### src/rtl/march_seq.sv
// March C- sequencer for a memory BIST datapath.
// Issues one memory operation per clock (write or read/compare), walks the six
// March C- elements in order, captures the first failing address/element and
// reports completion. Every output is driven straight from a flop.
module march_seq #(
    parameter int Adr_size    = 4,
    parameter bit STOP_ON_ERR = 1'b0
) (
    input  logic                clk,
    input  logic                rst,
    input  logic                start,
    input  logic                error,
    output logic [Adr_size-1:0] adr,
    output logic                wr_en,
    output logic                read_en,
    output logic                data_bit,
    output logic                busy,
    output logic                done,
    output logic                status,
    output logic [Adr_size-1:0] fail_adr,
    output logic [2:0]          fail_elem
);

    typedef enum logic [1:0] {
        IDLE = 2'd0,
        RUN  = 2'd1,
        DONE = 2'd2
    } state_t;

    localparam logic [Adr_size-1:0] ADR_ONE = Adr_size'(1);
    localparam logic [Adr_size-1:0] ADR_MAX = '1;
    localparam logic [2:0]          ELEM_LAST = 3'd5;

    state_t              state, state_n;
    logic [2:0]          elem, elem_n;
    logic                phase, phase_n;
    logic [Adr_size-1:0] adr_n;
    logic [Adr_size-1:0] last_adr;
    logic                wr_n, rd_n, data_n, busy_n, done_n, status_n;
    logic [Adr_size-1:0] fail_adr_n;
    logic [2:0]          fail_elem_n;

    // Elements 1..4 are read-then-write at each address; 0 and 5 are single-op.
    function automatic logic two_op(input logic [2:0] e);
        return (e != 3'd0) && (e != ELEM_LAST);
    endfunction

    // Elements 3 and 4 walk the address space from the top down.
    function automatic logic is_down(input logic [2:0] e);
        return (e == 3'd3) || (e == 3'd4);
    endfunction

    function automatic logic op_is_write(input logic [2:0] e, input logic p);
        return (e == 3'd0) || (two_op(e) && p);
    endfunction

    // Background bit: E2/E4 expect ones on the read and write zeros back,
    // E1/E3 expect zeros and write ones, E0 writes zeros, E5 reads zeros.
    function automatic logic op_data(input logic [2:0] e, input logic p);
        logic read_val;
        read_val = (e == 3'd2) || (e == 3'd4);
        if (!two_op(e)) return 1'b0;
        return p ? ~read_val : read_val;
    endfunction

    // Next-state, address stepping, error capture and next registered outputs.
    always_comb begin
        state_n     = state;
        elem_n      = elem;
        phase_n     = phase;
        adr_n       = adr;
        status_n    = status;
        fail_adr_n  = fail_adr;
        fail_elem_n = fail_elem;
        last_adr    = is_down(elem) ? '0 : ADR_MAX;

        unique case (state)
            IDLE, DONE: begin
                if (start) begin
                    state_n     = RUN;
                    elem_n      = 3'd0;
                    phase_n     = 1'b0;
                    adr_n       = '0;
                    status_n    = 1'b0;
                    fail_adr_n  = '0;
                    fail_elem_n = 3'd0;
                end
            end
            RUN: begin
                if (read_en && error && !status) begin
                    status_n    = 1'b1;
                    fail_adr_n  = adr;
                    fail_elem_n = elem;
                end
                if (STOP_ON_ERR && read_en && error) begin
                    state_n = DONE;
                    elem_n  = 3'd0;
                    phase_n = 1'b0;
                    adr_n   = '0;
                end else if (two_op(elem) && !phase) begin
                    phase_n = 1'b1;
                end else begin
                    phase_n = 1'b0;
                    if (adr == last_adr) begin
                        if (elem == ELEM_LAST) begin
                            state_n = DONE;
                            elem_n  = 3'd0;
                            adr_n   = '0;
                        end else begin
                            elem_n = elem + 3'd1;
                            adr_n  = is_down(elem_n) ? ADR_MAX : '0;
                        end
                    end else begin
                        adr_n = is_down(elem) ? adr - ADR_ONE : adr + ADR_ONE;
                    end
                end
            end
            default: begin
                state_n = IDLE;
            end
        endcase

        busy_n = (state_n == RUN);
        done_n = (state_n == DONE);
        wr_n   = busy_n && op_is_write(elem_n, phase_n);
        rd_n   = busy_n && !op_is_write(elem_n, phase_n);
        data_n = busy_n && op_data(elem_n, phase_n);
    end

    // State register and registered outputs; reset clears everything.
    always_ff @(posedge clk) begin
        if (rst) begin
            state     <= IDLE;
            elem      <= 3'd0;
            phase     <= 1'b0;
            adr       <= '0;
            wr_en     <= 1'b0;
            read_en   <= 1'b0;
            data_bit  <= 1'b0;
            busy      <= 1'b0;
            done      <= 1'b0;
            status    <= 1'b0;
            fail_adr  <= '0;
            fail_elem <= 3'd0;
        end else begin
            state     <= state_n;
            elem      <= elem_n;
            phase     <= phase_n;
            adr       <= adr_n;
            wr_en     <= wr_n;
            read_en   <= rd_n;
            data_bit  <= data_n;
            busy      <= busy_n;
            done      <= done_n;
            status    <= status_n;
            fail_adr  <= fail_adr_n;
            fail_elem <= fail_elem_n;
        end
    end

endmodule

### config.mk
export PLATFORM = sky130hd
export DESIGN_NAME = march_seq
export DESIGN_NICKNAME = d
export VERILOG_FILES = /design/src/rtl/march_seq.sv
export SDC_FILE = /design/constraint.sdc
export NUM_CORES = 1
export LEC_CHECK = 0
export BUFFER_PORTS_ARGS = -buffer_cell sky130_fd_sc_hd__clkbuf_2
export CORE_MARGIN = 1
export CORE_UTILIZATION = 40
export CTS_CLUSTER_DIAMETER = 30
export DETAILED_ROUTE_END_ITERATION = 8
export PLACE_DENSITY = 0.67
export SLEW_MARGIN = 10
export SYNTH_ARGS = -nofsm -noshare
export SYNTH_HDL_FRONTEND = slang
export SYNTH_SLANG_ARGS = --single-unit
export TNS_END_PERCENT = 20
### constraint.sdc
create_clock -name clk -period 5.4 [get_ports clk]
set_clock_uncertainty 0.2 [all_clocks]
set_input_delay 1.08 -clock clk [delete_from_list [all_inputs] [get_ports clk]]
set_output_delay 1.08 -clock clk [all_outputs]
set_load 0.02 [all_outputs]
==> out/metrics.yaml, run 1 <==
power_and_ir_drop:
  power.leakage_nw: 0.497
  p_int_w: 0.000210
  pwr-share-seq: 0.625
  clock_power_share: 0.284
  power.share.combinational: 0.092
  p_switching_w: 0.0000725
  ir_drop_v: 0.000187
  powerDensity_nw_per_um2: 214
  switching_share: 0.257
clock_tree:
  postCtsSetupBuffers: 0
  cts_hold_buf: 0
  path_clk_slew_ns: 0.12
  cts_tree: "yes"
  worstSkewPairLatency_ns: 0.31
  cts_max_path_buffers: 2
  cts_buffers: 3
  cts_sinks: 23
  cts_resized: 0
  clockRootBuffer: "clkbuf_4"
  cts_max_level: 1
detailed_routing:
  firstDrtPassIters: 6
  wire_per_inst_um: 13.2
  drt_iter0_drc: 44
  drc_errors: 6
  ant_nets: 0
  vias_per_cell: 5.60
  wirelength_mm: 2.48
  vias: 1048
place:
  port_buffers: 20
  post-dp-hpwl_mm: 1.87
  gp_congestion: 0.883
yosys:
  synth_area_per_cell_um2: 8.48
  synth-edff-count: 0
  synth_top_family_by_area: "simple AND/OR/NAND/NOR gates"
  synthXorXnorAreaFrac: 0.0220
  mappedNetlistArea_um2: 1200
  synth_mux_area_frac: 0.0743
  synthFlopType: "dfxtp_1"
  synth_cells: 141
  synth_seq_cells: 23
  synth.distinct_cells: 44
  syn_nets: 148
  ys_seq_area_frac: 0.385
  yosys.area_share.simple: 0.272
  synth-compound-area-share: 0.165
  yosysWarningCount: 0
  ys_async_sr_fraction: 0
  synth_fa_ha_area_frac: 0.0377
hold_path:
  hold-path-cell-count: 2
  hp-start: "fail_adr[0]"
  hold_path_class: "flip-flop to flip-flop"
  hold_end: "fail_adr[0]"
finish:
  syn2layout_area_growth_pct: 10.0
  drive_above_1_share: 0.199
  fill_cells: 299
  nets: 164
  diodes: 0
worst_setup_path:
  critPathBufInv: 0
  path_cells: "nor2b_4, mux2_4, ha_1, nand3_1, mux2i_4, nand2_2, or3_1, a21oi_1"
  critPathArrivalTime_ns: 2.76
  start_kind: "flip-flop"
  crit_fanout: 11
  r2r-start: "elem[1]"
  crit_family: "multiplexers"
  startpoint: "elem[1]"
  worstPathRequired_ns: 5.44
  crit_slowest_cell: "dfxtp_1"
  worstSetupEndpointType: "flip-flop"
  r2r_end: "elem[1]"
  path_class: "flip-flop to flip-flop"
  r2r_slack_ns: 2.68
  cpPeakStageDelay_ns: 0.58
  reg2reg_depth: 8
sta:
  hold_viol_final: 0
  fin_crit_ns: 2.72
  rsz0062_at_grt: "false"
  relSlewSlack: 0.617
  setup_tns_ns: 0
  fin_crit_sh: 0.503
  worst_pin_slew_ns: 0.574
  max_freq_mhz: 368
  setup_viol: 0
  holdWs_ns: 0.275
  maxSlewViolCount: 0
run_status:
  status: "finished, violations left"
  failed_checks: "design-rule violations"
floorplanning:
  start_util: 0.426
  die-area_um2: 3210
  die_w_um: 56.7
  row_count: 19
  core_um2: 2810
  fp.dieH_um: 56.7
  io_pins: 21
grt:
  grt_pass1_wl_mm: 4.24
  grt_pass1_vias: 971
  overflow: 0
  antenna_found_initial: 0
  track_usage: 0.166
  grt_max_degree: 21
flow_run:
  drv_cap: 0
## metrics by stage
stage                     std cells  utilization  cell area, µm²  power [W]  worst slack [ns]
after floorplan                 141            -            1200   0.000198              2.96
after global placement          183        0.460            1290   0.000206              2.80
after detailed placement        183        0.460            1290   0.000206              2.71
after CTS                       187        0.469            1320   0.000285              2.69
after global routing            187        0.469            1320   0.000294              2.47
final                           187        0.469            1320   0.000282              2.68
## sequential cells by signal, summed over array words and instances (netlist names)
signal     count
adr            4
busy           1
data_bit       1
done           1
elem           3
fail_adr       4
fail_elem      3
phase          1
read_en        1
state          2
status         1
wr_en          1
## placed cells by master (no fill, tap or decap), types with 2 or more instances in the layout
cell type and count:
a21oi_1 18, nand3_1 13, dfxtp_1 23, nor2b_4 2
nand2_1 14, nor2b_1 3, nand2b_1 2, clkbuf_4 3
nand2_2 2, and2_1 4, nor3_1 4, ha_1 2
mux2i_1 4, inv_1 2, nor2_1 10, and3_1 2
xor2_1 2, clkbuf_2 20
## worst max-delay path by stage
stage | end | cells past startpoint
after floorplan | elem[1] | 9
after global placement | data_bit | 7
after detailed placement | elem[1] | 8
after CTS | elem[1] | 8
after global routing | elem[1] | 8
final | elem[1] | 8
## worst reg2reg max path, stage by stage, from the launching register on
cell     delay [ns]
dfxtp_1        0.58
nor2b_4        0.09
mux2_4         0.35
ha_1           0.37
nand3_1        0.18
mux2i_4        0.36
nand2_2        0.08
or3_1          0.31
a21oi_1        0.13
## power groups by stage
stage | combinational [W] | clock [W] | sequential, W
final | 0.0000259 | 0.0000800 | 0.000176
after global routing | 0.0000283 | 0.0000887 | 0.000177
after CTS | 0.0000259 | 0.0000831 | 0.000176
after detailed placement | 0.0000259 | 0 | 0.000180
after global placement | 0.0000257 | 0 | 0.000180
after floorplan | 0.0000159 | 0 | 0.000182
## metal layers
layer / vias up / wire [µm] / part of all wire / track usage
li1: 529 / - / - / -
met1: 493 / 1200 / 0.48 / 0.218
met2: 24 / 1130 / 0.46 / 0.276
met3: 2 / 127 / 0.051 / 0.0415
met4: 0 / 15 / 0.0061 / 0.0321
met5: - / 0 / 0 / 0
## cell usage after synthesis (2+ instances only)
master,count,share of area
dfxtp_1,23,0.38
a21oi_1,18,0.075
nand2_1,14,0.044
nand3_1,13,0.054
nor2_1,10,0.031
clkbuf_1,7,0.022
and2_1,4,0.021
mux2i_1,4,0.033
nor3_1,4,0.017
nor2b_1,3,0.016
and3_1,2,0.010
ha_1,2,0.021
inv_1,2,0.0063
nand2_2,2,0.010
nand2b_1,2,0.010
nor2b_4,2,0.023
xor2_1,2,0.015
## area by class of cell
type	instances	area, µm²	share of cell area
Clock buffer	4	26.3	0.0200
Inverter	2	7.51	0.00570
Multi-Input combinational cell	107	683	0.519
Sequential cell	23	460	0.350
Tap cell	31	38.8	0.0295
Timing Repair Buffer	20	100	0.0760
## kinds of logic (layout without fill, tap and decap cells)
logic type               Yosys count  in the layout
adder cells (fa/ha/maj)            3              3
AND/OR/NAND/NOR                   62             62
XOR/XNOR                           3              3
multiplexers                       7              7
flip-flops                        23             23
buffers and inverters             11             26
AO/OA/AOI/OAI                     32             32
(Power assumes the default switching activity.)
==> run 2: changes to the inputs <==
--- a/config.mk
+++ b/config.mk
@@ -10,7 +10,7 @@
 export CORE_UTILIZATION = 40
 export CTS_CLUSTER_DIAMETER = 30
 export DETAILED_ROUTE_END_ITERATION = 8
-export PLACE_DENSITY = 0.67
+export PLACE_DENSITY = 0.7
 export SLEW_MARGIN = 10
 export SYNTH_ARGS = -nofsm -noshare
 export SYNTH_HDL_FRONTEND = slang
==> constraint.sdc (replaced) <==
create_clock -name clk -period 2.4 [get_ports clk]
set_clock_uncertainty 0.2 [all_clocks]
set_input_delay 0.48 -clock clk [delete_from_list [all_inputs] [get_ports clk]]
set_output_delay 0.48 -clock clk [all_outputs]
set_load 0.02 [all_outputs]
==> run 2 against run 1 <==
The run still ends with design-rule violations left. Via count grew 6.6%. Utilization grew 5.8 points. Flip-flop and latch count is the same. Final area grew 12%. First-iteration DRC count grew 18%. Largest cell class unchanged.
==> out/metrics.yaml, run 2 (synthesized netlist as in run 1, its figures left out) <==
grt:
  antenna_found_initial: 0  # unchanged
  use_met2: 0.304  # +0.0289
  track_usage: 0.181  # +0.0152
  overflow: 0  # unchanged
  use_met1: 0.237  # +0.0192
  grt_max_degree: 21  # unchanged
  grt_pass1_wl_mm: 4.66  # +9.9%
  grt_pass1_vias: 1061  # +9.3%
  grtUsageMet3: 0.0438  # +0.00230
  busiest_layer: "met2"
sta:
  worst_pin_slew_ns: 0.487  # -0.0864 ns
  rsz0062_at_grt: "false"
  fin_crit_ns: 2.31  # -0.411 ns
  relSlewSlack: 0.674  # +0.0570
  max_freq_mhz: 433  # +18%
  holdWs_ns: 0.266  # -0.00900 ns
  setup_viol: 0  # unchanged
  hold_viol_final: 0  # unchanged
  maxSlewViolCount: 0  # unchanged
  fin_crit_sh: 0.962  # +0.458
  setup_tns_ns: 0  # unchanged
clock_tree:
  clockRootBuffer: "clkbuf_4"
  cts_max_path_buffers: 2  # unchanged
  cts_buffers: 3  # unchanged
  cts_hold_buf: 0  # unchanged
  cts_tree: "yes"
  cts_max_level: 1  # unchanged
  worstSkewPairLatency_ns: 0.30  # about the same
  path_clk_slew_ns: 0.12  # about the same
  cts_sinks: 23  # unchanged
floorplanning:
  fp.dieH_um: 56.7  # unchanged
  core_um2: 2810  # unchanged
  die-area_um2: 3210  # unchanged
  io_pins: 21  # unchanged
  start_util: 0.426  # unchanged
  row_count: 19  # unchanged
  die_w_um: 56.7  # unchanged
detailed_routing:
  vias: 1117  # +6.6%
  drc_errors: 2  # -4
  firstDrtPassIters: 6  # unchanged
  wire_per_inst_um: 13.7  # +3.7%
  ant_nets: 0  # unchanged
  drt_iter0_drc: 52  # +18%
  vias_per_cell: 5.61  # +0.16%
  wirelength_mm: 2.73  # +10%
finish:
  reg_top3: "adr: 4 flops, fail_adr: 4 flops"
  drive_above_1_share: 0.304  # +0.105
  nets: 176  # +7.3%
  regArea_um2: 463  # +0.54%
  layout_commonest_cell: "dfxtp_1"
  diodes: 0  # unchanged
  fill_cells: 274  # -8.4%
  utilization: 0.527  # +0.0575
  syn2layout_area_growth_pct: 23.5
  multi_input_area_um2: 731  # +7.0%
  final_cell_mix: "21 x dfxtp_1, 20 x clkbuf_2, 18 x a21oi_1"
worst_setup_path:
  crit_fanout: 8  # -3
  crit_family: "simple AND/OR/NAND/NOR gates"
  crit_slowest_cell: "dfxtp_2"
  start_kind: "flip-flop"
  cpPeakStageDelay_ns: 0.37  # -0.21 ns
  critPathBufInv: 1  # +1
  path_depth: 9  # +1
  path_class: "flip-flop to flip-flop"
  reg2reg_depth: 9  # +1
  worstPathRequired_ns: 2.44  # -3.00 ns
  critPathArrivalTime_ns: 2.35  # -0.41 ns
  path_cells: "nor2b_4, mux2_4, ha_4, nand3_2, mux2i_4, buf_12, nand2_2, or3_1, a21oi_1"
  worstSetupEndpointType: "flip-flop"
place:
  gp_congestion: 0.878  # -0.52%
  port_buffers: 20  # unchanged
  post-dp-hpwl_mm: 2.04  # +9.2%
power_and_ir_drop:
  powerDensity_nw_per_um2: 432  # +100%
  p_total_w: 0.000639  # +130%
  power.leakage_nw: 0.563  # +13%
  ir_drop_v: 0.000336  # +80%
flow_run:
  drv_cap: 0  # unchanged
hold_path:
  hold_path_class: "input port to flip-flop"
  hold-path-cell-count: 3  # +1
run_status:
  failed_checks: "design-rule violations"
  status: "finished, violations left"
==> run 2: changes by cell type in the layout (fill, tap and decap cells not counted), sizes merged <==
| cell | delta |
|---|---|
| buf | +12 |
| clkbuf | -1 |
| clkinv | +1 |
==> run 2: worst register-to-register path: stages (launching register included) <==
cell     delay, ns
dfxtp_2       0.37
nor2b_4       0.13
mux2_4        0.30
ha_4          0.31
nand3_2       0.12
mux2i_4       0.18
buf_12        0.15
nand2_2       0.05
or3_1         0.31
a21oi_1       0.13
==> run 2: worst paths after layout <==
kind	from	end	slack, ns
hold / removal	start	done	0.27
setup / recovery	elem[2]	elem[1]	0.09
setup reg to reg	elem[2]	elem[1]	0.09
hold reg to reg	fail_elem[1]	fail_elem[1]	0.28
==> run 2: cell type report <==
| cell class | count | share of cell area |
|---|---|---|
| flip-flops and latches | 23 | 0.313 |
| well taps | 31 | 0.0262 |
| clock inverters | 1 | 0.00339 |
| inverters | 2 | 0.00508 |
| repair buffers | 32 | 0.142 |
| clock buffers | 3 | 0.0152 |
| multi-input cells | 107 | 0.494 |
==> run 2: repair_timing <==
item,4_1_cts,5_1_grt
resized for setup,0,7
pin swaps,0,0
endpoints found under the hold margin,0,0
setup buffers,2,1
endpoints found under the setup margin,3,10
==> run 2: where the power goes <==
group          internal (W)  leakage (nW)  total [W]  switching (W)
Clock             0.0000621        0.0177   0.000174       0.000112
Combinational     0.0000244         0.358  0.0000688      0.0000445
Sequential         0.000389         0.187   0.000396     0.00000681
Total              0.000475         0.563   0.000639       0.000164
==> run 2: per-stage QoR <==
stage,instances,instance area [µm²],worst slack [ns]
floorplan,141,1230,0.0332
global placement,192,1390,0.0873
detailed placement,192,1390,0.00450
CTS,198,1430,0.00725
global route,199,1480,0.00848
finish,199,1480,0.0917
==> run 2: per-layer routing <==
metal	share of wire	wire length (µm)	vias up
met5	0	0	-
met4	0.0059	16	0
met3	0.068	186	2
met2	0.48	1320	43
met1	0.44	1210	517
li1	-	-	555
==> run 3: changes to the inputs <==
--- a/config.mk
+++ b/config.mk
@@ -10,6 +10,7 @@
 export CORE_UTILIZATION = 40
 export CTS_CLUSTER_DIAMETER = 30
 export DETAILED_ROUTE_END_ITERATION = 8
+export GPL_TIMING_DRIVEN = 0
 export PLACE_DENSITY = 0.7
 export SLEW_MARGIN = 10
 export SYNTH_ARGS = -nofsm -noshare
==> run 3 against run 2 <==
The run ends with design-rule violations, negative setup slack left. Critical path type unchanged. First-iteration DRC count shrank 27%. Cell count increased by 5.0%. Largest cell class unchanged. Combinational power is 2% lower. Total power increased by 1.4%.
==> out/metrics.yaml, run 3 (synthesized netlist as in run 1, its figures left out) <==
worst_setup_path:
  start_kind: "flip-flop"
  path_class: "flip-flop to flip-flop"
  crit_fanout: 5  # -3
  cpPeakStageDelay_ns: 0.34  # -0.03 ns
  path_cells: "buf_6, nor2b_4, mux2_4, ha_4, nand3_2, mux2i_4, buf_4, nand2_2, or3_1, a21oi_1"
  worstSetupEndpointType: "flip-flop"
  critPathArrivalTime_ns: 2.52  # +0.17 ns
  crit_slowest_cell: "dfxtp_2"
  worstPathRequired_ns: 2.44  # about the same
clock_tree:
  path_clk_slew_ns: 0.13  # about the same
  cts_max_path_buffers: 2  # unchanged
  cts_max_level: 1  # unchanged
  worstSkewPairLatency_ns: 0.31  # about the same
  clockRootBuffer: "clkbuf_4"
  cts_tree: "yes"
  cts_sinks: 23  # unchanged
  cts_buffers: 3  # unchanged
place:
  gp_congestion: 0.882  # +0.47%
  post-dp-hpwl_mm: 2.00  # -2.2%
  dp_slack_ns: -0.221  # -0.226 ns
  port_buffers: 20  # unchanged
sta:
  setup_tns_ns: -0.412  # -0.412 ns
  fin_crit_sh: 1.03  # +0.0698
  hold_viol_final: 0  # unchanged
  fin_crit_ns: 2.48  # +0.168 ns
  relSlewSlack: 0.663  # -0.0117
  max_freq_mhz: 404  # -6.8%
  rsz0062_at_grt: "true"
  setup_viol: 8  # +8
  fin_ws_ns: -0.0759  # -0.168 ns
  holdWs_ns: 0.163  # -0.103 ns
  maxSlewViolCount: 0  # unchanged
  worst_pin_slew_ns: 0.506  # +0.0185 ns
floorplanning:
  fp.dieH_um: 56.7  # unchanged
  die_w_um: 56.7  # unchanged
  core_um2: 2810  # unchanged
  row_count: 19  # unchanged
  start_util: 0.426  # unchanged
  die-area_um2: 3210  # unchanged
  io_pins: 21  # unchanged
finish:
  fill_cells: 272  # -0.73%
  multi_input_area_um2: 741  # +1.4%
  final_cell_mix: "21 x dfxtp_1, 20 x clkbuf_2, 17 x a21oi_1"
  drive_above_1_share: 0.315  # +0.0110
  syn2layout_area_growth_pct: 28.2
  layout_commonest_cell: "dfxtp_1"
  diodes: 0  # unchanged
  regArea_um2: 463  # unchanged
  nets: 186  # +5.7%
  reg_top3: "adr: 4 flops, fail_adr: 4 flops"
grt:
  grt_pass1_vias: 1048  # -1.2%
  grt_pass1_wl_mm: 4.97  # +6.7%
  grt_max_degree: 15  # -29%
  antenna_found_initial: 0  # unchanged
  track_usage: 0.196  # +0.0146
  overflow: 0  # unchanged
run_status:
  status: "finished, violations left"
  failed_checks: "design-rule violations, negative setup slack"
detailed_routing:
  vias: 1178  # +5.5%
  wirelength_mm: 2.96  # +8.2%
  firstDrtPassIters: 6  # unchanged
  drc_errors: 2  # unchanged
  vias_per_cell: 5.64  # +0.42%
  ant_nets: 0  # unchanged
  drt_iter0_drc: 38  # -27%
  wire_per_inst_um: 14.2  # +3.0%
power_and_ir_drop:
  powerDensity_nw_per_um2: 422  # -2.3%
  power.leakage_nw: 0.583  # +3.5%
  ir_drop_v: 0.000352  # +4.6%
flow_run:
  drv_cap: 0  # unchanged
hold_path:
  hold_path_class: "input port to flip-flop"
-- run 3: cell count changes in the layout (fill, tap and decap cells not counted), sizes merged --
| cell | before | now |
|---|---|---|
| clkbuf | 23 | 30 |
| clkinvlp | 0 | 1 |
| buf | 12 | 15 |
| clkinv | 1 | 0 |
-- run 3: where the power goes --
group / switching, W / leakage (nW) / internal, W
clock: 0.000120 / 0.0139 / 0.0000635
sequential: 0.00000841 / 0.187 / 0.000389
combinational: 0.0000456 / 0.382 / 0.0000220
-- run 3: repair_timing --
item,CTS,global route
gates resized for setup,8,2
hold endpoints to repair,0,0
pin swaps,10,4
buffers inserted,9,4
hold buffers,0,0
endpoints found under the setup margin,11,10
-- run 3: cell type report --
| cell class | count | area share |
|---|---|---|
| buffer | 9 | 0.0318 |
| clock buffer | 3 | 0.0147 |
| clock inverter | 1 | 0.00489 |
| inverter | 2 | 0.00489 |
| multi-input combinational | 107 | 0.483 |
| sequential | 23 | 0.302 |
| tap | 31 | 0.0253 |
| timing repair buffer | 33 | 0.134 |
-- run 3: worst paths after layout --
| kind | start | endpoint | slack, ns | cells after the start |
|---|---|---|---|---|
| max | elem[2] | elem[1] | -0.08 | 10 |
| max reg2reg | elem[2] | elem[1] | -0.08 | 10 |
| min | rst | busy | 0.16 | 2 |
| min reg2reg | fail_adr[3] | fail_adr[3] | 0.29 | 2 |
-- run 3: per-layer routing --
layer	part of all wire	GRT usage	vias to the layer above
met2	0.47	0.298	39
li1	-	-	573
met4	0.016	0.0500	0
met1	0.45	0.267	561
met3	0.060	0.0622	5
met5	0	0	-
-- run 3: critical path: cells and delay by family (launching register included) --
kind                       cells  cell delay, ns
DFF                            1            0.34
AOI/OAI and AO/OA              1            0.13
adders and majority gates      1            0.32
buffers and inverters          2            0.27
muxes                          2            0.56
and+or+nand+nor                4            0.59
-- run 3: per-stage QoR --
step                 util  cells  power (W)  area (µm²)
global placement    0.487    192   0.000468        1370
CTS                 0.532    205   0.000653        1490
detailed placement  0.487    192   0.000470        1370
finish              0.547    209   0.000648        1530
global route        0.547    209   0.000680        1530
floorplan               -    141   0.000448        1230
